===== config.mk =====
export PLATFORM = sky130hd
export DESIGN_NAME = id_regread_flat
export DESIGN_NICKNAME = d
export VERILOG_FILES = /design/src/rtl/rv_pkg.sv /design/src/rtl/id_regread_if.sv /design/src/rtl/regfile_np.sv /design/src/rtl/id_regread.sv /design/src/flat_wrapper.sv
export SDC_FILE = /design/constraint.sdc
export NUM_CORES = 2
export LEC_CHECK = 0
export BUFFER_PORTS_ARGS = -buffer_cell sky130_fd_sc_hd__buf_2
export CORE_MARGIN = 5
export CORE_UTILIZATION = 25
export CTS_CLUSTER_DIAMETER = 50
export DETAILED_ROUTE_END_ITERATION = 6
export GPL_TIMING_DRIVEN = 0
export SLEW_MARGIN = 20
export SYNTH_ARGS = -nofsm -noshare
export SYNTH_HDL_FRONTEND = slang
export SYNTH_SLANG_ARGS = --single-unit

===== constraint.sdc =====
create_clock -name clk -period 11.9 [get_ports clk]
set_input_delay 0.595 -clock clk [delete_from_list [all_inputs] [get_ports clk]]
set_output_delay 0.595 -clock clk [all_outputs]
set_load 0.01 [all_outputs]

===== src/rtl/rv_pkg.sv =====
// rv_pkg -- shared RV32I decode definitions for the ID/register-read slice.
//   XLEN_DEF     : default datapath width
//   OPC_*        : major opcodes handled by the decoder
//   F3_* / F7_*  : funct3 / funct7 field constants
//   alu_op_e     : out_op encoding handed to the execute stage
//   dec_t        : result of the field-level decode
//   idx_ok()     : register index range check against NREG
//   decode()     : opcode/funct decode, register range checks excluded
package rv_pkg;

    localparam int XLEN_DEF = 32;

    localparam logic [6:0] OPC_OP     = 7'b0110011;
    localparam logic [6:0] OPC_OP_IMM = 7'b0010011;

    localparam logic [6:0] F7_BASE = 7'b0000000;
    localparam logic [6:0] F7_ALT  = 7'b0100000;

    localparam logic [2:0] F3_ADD  = 3'b000;
    localparam logic [2:0] F3_SLL  = 3'b001;
    localparam logic [2:0] F3_SLT  = 3'b010;
    localparam logic [2:0] F3_SLTU = 3'b011;
    localparam logic [2:0] F3_XOR  = 3'b100;
    localparam logic [2:0] F3_SR   = 3'b101;
    localparam logic [2:0] F3_OR   = 3'b110;
    localparam logic [2:0] F3_AND  = 3'b111;

    typedef enum logic [3:0] {
        OP_ADD  = 4'd0,
        OP_SUB  = 4'd1,
        OP_SLL  = 4'd2,
        OP_SLT  = 4'd3,
        OP_SLTU = 4'd4,
        OP_XOR  = 4'd5,
        OP_SRL  = 4'd6,
        OP_SRA  = 4'd7,
        OP_OR   = 4'd8,
        OP_AND  = 4'd9
    } alu_op_e;

    typedef struct packed {
        alu_op_e op;
        logic    illegal;
        logic    use_imm;
        logic    use_rs2;
        logic    shamt;
    } dec_t;

    function automatic logic idx_ok(input logic [4:0] idx, input int nreg);
        return {27'b0, idx} < 32'(nreg);
    endfunction

    function automatic dec_t decode(input logic [31:0] instr);
        dec_t       d;
        logic [6:0] opc;
        logic [6:0] f7;
        logic [2:0] f3;
        opc = instr[6:0];
        f3  = instr[14:12];
        f7  = instr[31:25];
        d   = '{op: OP_ADD, illegal: 1'b0, use_imm: 1'b0, use_rs2: 1'b0, shamt: 1'b0};
        if (opc == OPC_OP) begin
            d.use_rs2 = 1'b1;
            case (f3)
                F3_ADD: begin
                    if (f7 == F7_BASE)     d.op = OP_ADD;
                    else if (f7 == F7_ALT) d.op = OP_SUB;
                    else                   d.illegal = 1'b1;
                end
                F3_SR: begin
                    if (f7 == F7_BASE)     d.op = OP_SRL;
                    else if (f7 == F7_ALT) d.op = OP_SRA;
                    else                   d.illegal = 1'b1;
                end
                default: begin
                    // Remaining R-type ops have no alternate funct7 form.
                    d.illegal = (f7 != F7_BASE);
                    case (f3)
                        F3_SLL:  d.op = OP_SLL;
                        F3_SLT:  d.op = OP_SLT;
                        F3_SLTU: d.op = OP_SLTU;
                        F3_XOR:  d.op = OP_XOR;
                        F3_OR:   d.op = OP_OR;
                        default: d.op = OP_AND;
                    endcase
                end
            endcase
        end else if (opc == OPC_OP_IMM) begin
            d.use_imm = 1'b1;
            case (f3)
                F3_ADD:  d.op = OP_ADD;
                F3_SLT:  d.op = OP_SLT;
                F3_SLTU: d.op = OP_SLTU;
                F3_XOR:  d.op = OP_XOR;
                F3_OR:   d.op = OP_OR;
                F3_AND:  d.op = OP_AND;
                F3_SLL: begin
                    d.shamt   = 1'b1;
                    d.op      = OP_SLL;
                    d.illegal = (f7 != F7_BASE);
                end
                default: begin
                    d.shamt = 1'b1;
                    if (f7 == F7_BASE)     d.op = OP_SRL;
                    else if (f7 == F7_ALT) d.op = OP_SRA;
                    else                   d.illegal = 1'b1;
                end
            endcase
        end else begin
            d.illegal = 1'b1;
        end
        return d;
    endfunction

endpackage


===== src/rtl/id_regread_if.sv =====
// id_regread_if -- bundle of the instruction handshake, decoded-operand
// handshake and writeback bus of id_regread.
//   in_valid/in_ready/in_instr        : instruction in
//   out_valid/out_ready/out_*         : decoded operands out
//   wb_en/wb_rd/wb_data               : register writeback from a later stage
// Modports: slave = id_regread side, master = producer/consumer side.
interface id_regread_if #(
    parameter int XLEN = rv_pkg::XLEN_DEF
);
    logic            in_valid;
    logic            in_ready;
    logic [31:0]     in_instr;
    logic            out_valid;
    logic            out_ready;
    logic [3:0]      out_op;
    logic [4:0]      out_rd;
    logic [XLEN-1:0] out_rs1_data;
    logic [XLEN-1:0] out_rs2_data;
    logic [XLEN-1:0] out_imm;
    logic            out_use_imm;
    logic            out_illegal;
    logic            wb_en;
    logic [4:0]      wb_rd;
    logic [XLEN-1:0] wb_data;

    modport slave (
        input  in_valid, in_instr, out_ready, wb_en, wb_rd, wb_data,
        output in_ready, out_valid, out_op, out_rd, out_rs1_data, out_rs2_data,
               out_imm, out_use_imm, out_illegal
    );

    modport master (
        output in_valid, in_instr, out_ready, wb_en, wb_rd, wb_data,
        input  in_ready, out_valid, out_op, out_rd, out_rs1_data, out_rs2_data,
               out_imm, out_use_imm, out_illegal
    );
endinterface


===== src/rtl/regfile_np.sv =====
// regfile_np -- NREG x XLEN register file, two combinational read ports,
// one write port with write-first bypass. x0 is hard-wired to zero and
// indices >= NREG read as zero and are never written.
//   clk, rst (sync, active-low) ; we/waddr/wdata ; raddr1/rdata1 ; raddr2/rdata2
module regfile_np
    import rv_pkg::*;
#(
    parameter int NREG = 32,
    parameter int XLEN = XLEN_DEF
) (
    input  logic            clk,
    input  logic            rst,
    input  logic            we,
    input  logic [4:0]      waddr,
    input  logic [XLEN-1:0] wdata,
    input  logic [4:0]      raddr1,
    input  logic [4:0]      raddr2,
    output logic [XLEN-1:0] rdata1,
    output logic [XLEN-1:0] rdata2
);
    localparam int AW = $clog2(NREG);

    logic [XLEN-1:0] mem [NREG];
    logic            wr_ok;

    assign wr_ok = we && (waddr != 5'd0) && idx_ok(waddr, NREG);

    always_ff @(posedge clk) begin
        if (!rst) begin
            for (int i = 0; i < NREG; i++) mem[i] <= '0;
        end else if (wr_ok) begin
            mem[waddr[AW-1:0]] <= wdata;
        end
    end

    // Same-cycle writeback is forwarded so a reader never sees the stale entry.
    assign rdata1 = ((raddr1 == 5'd0) || !idx_ok(raddr1, NREG)) ? '0 :
                    (wr_ok && (waddr == raddr1)) ? wdata : mem[raddr1[AW-1:0]];
    assign rdata2 = ((raddr2 == 5'd0) || !idx_ok(raddr2, NREG)) ? '0 :
                    (wr_ok && (waddr == raddr2)) ? wdata : mem[raddr2[AW-1:0]];

endmodule


===== src/rtl/id_regread.sv =====
// id_regread -- RV32I decode + register read stage with a pending-write
// scoreboard and a one-deep registered output.
//   clk : clock, all state on rising edge
//   rst : synchronous active-low reset
//   bus : id_regread_if.slave (instruction in, operands out, writeback in)
// Parameters: XLEN datapath width, NREG register count (16 or 32),
// SB_EN enables hazard stalls from the busy scoreboard.
module id_regread
    import rv_pkg::*;
#(
    parameter int XLEN  = XLEN_DEF,
    parameter int NREG  = 32,
    parameter int SB_EN = 1
) (
    input  logic         clk,
    input  logic         rst,
    id_regread_if.slave  bus
);
    localparam int AW = $clog2(NREG);

    logic [4:0]      rs1_p0, rs2_p0, rd_p0;
    dec_t            dec_p0;
    logic            illegal_p0, hazard_p0, ready_p0, accept_p0;
    logic [XLEN-1:0] rdata1_p0, rdata2_p0, imm_p0;
    logic [NREG-1:0] busy_q, set_mask, clr_mask;

    logic            vld_p1, use_imm_p1, illegal_p1;
    alu_op_e         op_p1;
    logic [4:0]      rd_p1;
    logic [XLEN-1:0] rs1_p1, rs2_p1, imm_p1;

    // Pending write on idx that is not being retired by this cycle's writeback.
    function automatic logic pending(input logic [NREG-1:0] busy, input logic [4:0] idx,
                                     input logic wen, input logic [4:0] wrd);
        if (!idx_ok(idx, NREG)) return 1'b0;
        return busy[idx[AW-1:0]] && !(wen && (wrd == idx));
    endfunction

    // ---- stage p0: decode, register read, hazard ----
    assign rs1_p0 = bus.in_instr[19:15];
    assign rs2_p0 = bus.in_instr[24:20];
    assign rd_p0  = bus.in_instr[11:7];
    assign dec_p0 = decode(bus.in_instr);

    // rs2 is only a register index for R-type; in I-type it is immediate bits.
    assign illegal_p0 = dec_p0.illegal || !idx_ok(rs1_p0, NREG) || !idx_ok(rd_p0, NREG) ||
                        (dec_p0.use_rs2 && !idx_ok(rs2_p0, NREG));

    regfile_np #(.NREG(NREG), .XLEN(XLEN)) u_rf (
        .clk    (clk),
        .rst    (rst),
        .we     (bus.wb_en),
        .waddr  (bus.wb_rd),
        .wdata  (bus.wb_data),
        .raddr1 (rs1_p0),
        .raddr2 (rs2_p0),
        .rdata1 (rdata1_p0),
        .rdata2 (rdata2_p0)
    );

    always_comb begin
        imm_p0 = '0;
        if (dec_p0.use_imm) begin
            if (dec_p0.shamt) imm_p0 = {{(XLEN-5){1'b0}}, bus.in_instr[24:20]};
            else              imm_p0 = {{(XLEN-12){bus.in_instr[31]}}, bus.in_instr[31:20]};
        end
    end

    // Illegal instructions never reach the scoreboard, so they do not stall.
    assign hazard_p0 = (SB_EN != 0) && !illegal_p0 &&
                       (pending(busy_q, rs1_p0, bus.wb_en, bus.wb_rd) ||
                        (dec_p0.use_rs2 && pending(busy_q, rs2_p0, bus.wb_en, bus.wb_rd)) ||
                        pending(busy_q, rd_p0, bus.wb_en, bus.wb_rd));

    assign ready_p0     = (!vld_p1 || bus.out_ready) && !hazard_p0;
    assign accept_p0    = bus.in_valid && ready_p0;
    assign bus.in_ready = ready_p0;

    // Set is applied after clear so a same-cycle set/clear leaves the bit set.
    always_comb begin
        set_mask = '0;
        clr_mask = '0;
        if (bus.wb_en && (bus.wb_rd != 5'd0) && idx_ok(bus.wb_rd, NREG))
            clr_mask[bus.wb_rd[AW-1:0]] = 1'b1;
        if (accept_p0 && !illegal_p0 && (rd_p0 != 5'd0))
            set_mask[rd_p0[AW-1:0]] = 1'b1;
    end

    always_ff @(posedge clk) begin
        if (!rst) busy_q <= '0;
        else      busy_q <= (busy_q & ~clr_mask) | set_mask;
    end

    // ---- stage p1: output register ----
    always_ff @(posedge clk) begin
        if (!rst) begin
            vld_p1     <= 1'b0;
            op_p1      <= OP_ADD;
            rd_p1      <= '0;
            rs1_p1     <= '0;
            rs2_p1     <= '0;
            imm_p1     <= '0;
            use_imm_p1 <= 1'b0;
            illegal_p1 <= 1'b0;
        end else if (accept_p0) begin
            vld_p1     <= 1'b1;
            op_p1      <= illegal_p0 ? OP_ADD : dec_p0.op;
            rd_p1      <= illegal_p0 ? 5'd0 : rd_p0;
            rs1_p1     <= rdata1_p0;
            rs2_p1     <= dec_p0.use_rs2 ? rdata2_p0 : '0;
            imm_p1     <= imm_p0;
            use_imm_p1 <= dec_p0.use_imm;
            illegal_p1 <= illegal_p0;
        end else if (bus.out_ready) begin
            vld_p1     <= 1'b0;
        end
    end

    assign bus.out_valid    = vld_p1;
    assign bus.out_op       = op_p1;
    assign bus.out_rd       = rd_p1;
    assign bus.out_rs1_data = rs1_p1;
    assign bus.out_rs2_data = rs2_p1;
    assign bus.out_imm      = imm_p1;
    assign bus.out_use_imm  = use_imm_p1;
    assign bus.out_illegal  = illegal_p1;

endmodule


===== src/flat_wrapper.sv =====
// flat-port wrapper written by rule: the top's interface ports become plain ports
module id_regread_flat import rv_pkg::*;
#(
    parameter int XLEN  = XLEN_DEF,
    parameter int NREG  = 32,
    parameter int SB_EN = 1
)
  (clk, rst, bus_in_valid, bus_in_instr, bus_out_ready, bus_wb_en, bus_wb_rd, bus_wb_data, bus_in_ready, bus_out_valid, bus_out_op, bus_out_rd, bus_out_rs1_data, bus_out_rs2_data, bus_out_imm, bus_out_use_imm, bus_out_illegal);
  id_regread_if #(.XLEN(XLEN)) bus_i ();
  input  logic clk;
  input  logic rst;
  input wire logic [$bits(bus_i.in_valid)-1:0] bus_in_valid;
  input wire logic [$bits(bus_i.in_instr)-1:0] bus_in_instr;
  input wire logic [$bits(bus_i.out_ready)-1:0] bus_out_ready;
  input wire logic [$bits(bus_i.wb_en)-1:0] bus_wb_en;
  input wire logic [$bits(bus_i.wb_rd)-1:0] bus_wb_rd;
  input wire logic [$bits(bus_i.wb_data)-1:0] bus_wb_data;
  output wire logic [$bits(bus_i.in_ready)-1:0] bus_in_ready;
  output wire logic [$bits(bus_i.out_valid)-1:0] bus_out_valid;
  output wire logic [$bits(bus_i.out_op)-1:0] bus_out_op;
  output wire logic [$bits(bus_i.out_rd)-1:0] bus_out_rd;
  output wire logic [$bits(bus_i.out_rs1_data)-1:0] bus_out_rs1_data;
  output wire logic [$bits(bus_i.out_rs2_data)-1:0] bus_out_rs2_data;
  output wire logic [$bits(bus_i.out_imm)-1:0] bus_out_imm;
  output wire logic [$bits(bus_i.out_use_imm)-1:0] bus_out_use_imm;
  output wire logic [$bits(bus_i.out_illegal)-1:0] bus_out_illegal;
  assign bus_i.in_valid = bus_in_valid;
  assign bus_i.in_instr = bus_in_instr;
  assign bus_i.out_ready = bus_out_ready;
  assign bus_i.wb_en = bus_wb_en;
  assign bus_i.wb_rd = bus_wb_rd;
  assign bus_i.wb_data = bus_wb_data;
  assign bus_in_ready = bus_i.in_ready;
  assign bus_out_valid = bus_i.out_valid;
  assign bus_out_op = bus_i.out_op;
  assign bus_out_rd = bus_i.out_rd;
  assign bus_out_rs1_data = bus_i.out_rs1_data;
  assign bus_out_rs2_data = bus_i.out_rs2_data;
  assign bus_out_imm = bus_i.out_imm;
  assign bus_out_use_imm = bus_i.out_use_imm;
  assign bus_out_illegal = bus_i.out_illegal;
  id_regread #(.XLEN(XLEN), .NREG(NREG), .SB_EN(SB_EN)) u_core (.clk(clk), .rst(rst), .bus(bus_i));
endmodule

==> results.sh <==
export IMPL_status="complete, no violations"
export IMPL_grt_max_degree=34
export IMPL_nets=4568
export IMPL_area_growth_pct=19.3
export IMPL_first_pass_iters=6
export IMPL_ys_ff_latch=1144
export IMPL_finalCritPeriodShare=0.431
export IMPL_rsz0062_at_grt="no"
export IMPL_coreArea_um2=243000
export IMPL_clock_latency_ns=0.80
export IMPL_globalRouteTotalUtil=0.196
export IMPL_tightest_slew_ns=1.31
export IMPL_yosysWarnings=0
export IMPL_setup_ws_ns=6.77
export IMPL_grt_pass1_vias=41295
export IMPL_drcViolationCount=0
export IMPL_critPathKind="in2reg"
export IMPL_drive_gt1_frac=0.282
export IMPL_ant_nets=0
export IMPL_syn_avg_cell_area_um2=15.0
export IMPL_leakage_nw=24.9
export IMPL_num_rows=181
export IMPL_syn_inst=4078
export IMPL_crit_path_end_kind="register"
export IMPL_ir_worst_vdd_mv=0.154
export IMPL_finalHoldViolCount=0
export IMPL_numCtsBuffers=138
export IMPL_clk_pin_slew_ns=0.06
export IMPL_fin_util=0.299
export IMPL_gp_congestion=1.02
export IMPL_cp_required_ns=12.60
export IMPL_fin_crit_ns=5.13
export IMPL_antenna_found_initial=27
export IMPL_critical_path_arrival_ns=5.83
export IMPL_ios=183
export IMPL_maxSlewViolCount=0
export IMPL_relSlewSlack=0.124
export IMPL_cts_tree="done"
export IMPL_slowest_delay_ns=0.95
export IMPL_path_cells="clkbuf_1 -> buf_2 -> buf_1 -> buf_2 -> o41ai_1 -> nor2_1 -> clkbuf_1 -> o2111ai_1 -> o22ai_1"
export IMPL_initial_core_util=0.251
export IMPL_die_area_um2=254000
export IMPL_postRouteWirelength_mm=259
export IMPL_critPathLaunchType="primary input"
export IMPL_cap_violations=0
export IMPL_maxClockFrequency_ghz=0.195
export IMPL_wl_per_cell_um=33.1
export IMPL_fin_tns_setup_ns=0
export IMPL_final_common_cell="edfxtp_1"
export IMPL_port_buffers=170
export IMPL_grt_ovfl_total=0
export IMPL_hold_path_class="in2reg"
export IMPL_cts_root_buf="clkbuf_16"
export IMPL_die_w_um=504
export IMPL_setup_viol=0
export IMPL_cp_max_fo=10
export IMPL_hpwl_mm=196
export IMPL_cts_buffer_depth=3
export IMPL_post_cts_resized=0
export IMPL_die_h_um=504
export IMPL_async_flop_share=0
export IMPL_ys_seq_area_frac=0.544
export IMPL_powerDensity_nw_per_um2=142
export IMPL_syn_area_um2=61000
export IMPL_drt_iter0_drc=7046
export IMPL_finalClockSkew_ns=0.0307
export IMPL_clkSinkCount=1144
export IMPL_post_cts_setup_buffers=0
export IMPL_synth_edf_count=1024
export IMPL_htreeDepth=4
export IMPL_synthFlopType="edfxtp_1"
export IMPL_grt_pass1_wl_mm=346
export IMPL_pre_cts_slack_ns=6.25
export IMPL_mostFrequentLayoutCells="edfxtp_1 (1,024), and2_1 (995), mux4_2 (583)"
export IMPL_holdWs_ns=0.0596
export IMPL_slowest_stage="buf_1"
export IMPL_vias=42488
export IMPL_synthDistinctLibCells=65
export IMPL_viasPerCell=5.43
state kept, by name, indices dropped and copies added, names as in the netlist:
name,cells
u_core.bus.out_illegal,1
u_core.bus.out_imm,12
u_core.bus.out_op,4
u_core.bus.out_rd,5
u_core.bus.out_rs1_data,32
u_core.bus.out_rs2_data,32
u_core.bus.out_use_imm,1
u_core.bus.out_valid,1
u_core.busy_q,32
u_core.u_rf.mem,1024
area by class of cell:
class	instances	area, um^2
Fill cell	24053	170000
Sequential cell	1144	33200
Multi-Input combinational cell	2473	26100
Tap cell	3202	4010
Clock buffer	168	3620
Timing Repair Buffer	245	2770
Buffer	460	2140
Clock inverter	80	822
Inverter	32	120
Antenna cell	21	52.6
repair_timing:
item                                    4_1_cts  5_1_grt
endpoints found under the setup margin        0        0
hold buffers                                  3        0
hold endpoints to repair                      3        0
final timing paths:
| path | start | end | slack [ns] | depth (start not counted) |
|---|---|---|---|---|
| setup reg to reg | u_core.bus.out_valid | u_core.bus.out_rs2_data[11] | 8.71 | 6 |
| setup / recovery | bus_in_instr[21] | u_core.bus.out_rs2_data[11] | 6.77 | 9 |
| hold / removal | bus_in_instr[30] | u_core.bus.out_imm[10] | 0.06 | 2 |
| hold reg to reg | u_core.bus.out_rs2_data[9] | u_core.bus.out_rs2_data[9] | 0.46 | 2 |
per-layer routing:
layer	vias up	wire, um	GRT usage
met5	-	96	0.00282
met4	2	18800	0.125
met3	595	35100	0.0744
met2	3208	114000	0.294
met1	22060	91500	0.237
li1	16623	-	-
kinds of logic (layout without fill, tap and decap cells):
group | Yosys count | count (layout) | synth area share
xor gates and xnor gates | 15 | 15 | 0.00215
buffers and inverters | 492 | 985 | 0.0362
DFF | 1144 | 1144 | 0.544
and+or+nand+nor | 1330 | 1330 | 0.127
AOI/OAI and AO/OA | 319 | 319 | 0.0433
other | 1 | 53 | 0.0000615
muxes | 777 | 777 | 0.248
critical path: cells and delay by family:
kind,cells,cell delay [ns]
buffers and inverters,5,3.06
AOI/OAI and AO/OA,3,1.26
and+or+nand+nor,1,0.85
through the flow:
stage / total power, mW / area [um^2] / std cells
floorplan: 5.49 / 61100 / 4109
global placement: 6.08 / 66000 / 7481
detailed placement: 6.15 / 68200 / 7552
CTS: 10.3 / 72700 / 7803
global route: 10.6 / 72700 / 7813
finish: 10.4 / 72800 / 7825
Yosys cell counts, types with 8 or more instances:
cell type  number  share of area
mux2i_1       192          0.032
o22ai_1        93         0.0095
nand2_1       157         0.0097
clkbuf_1      302          0.019
buf_1          37         0.0023
o21ai_0        35         0.0029
buf_4          30         0.0037
xor2_1          8         0.0011
a211o_1         8         0.0011
nor2_1         77         0.0047
inv_1          31         0.0019
nor2b_1        17         0.0017
edfxtp_1     1024           0.50
buf_2          75         0.0062
dfxtp_1       120          0.039
buf_6           8         0.0015
o2111ai_1      64         0.0092
nand3_1        32         0.0026
and2_1        995           0.10
nand3b_1       11         0.0014
o22ai_2        60          0.012
o32ai_1         8         0.0011
mux4_2        583           0.22
report_power, final:
part	internal, mW	switching [mW]	leakage (nW)
registers	4.59	0.119	10.7
clock network	2.40	1.83	2.16
logic	0.563	0.866	12.0
total	7.55	2.81	24.9
Note: power is estimated with default switching activity, not from simulation.
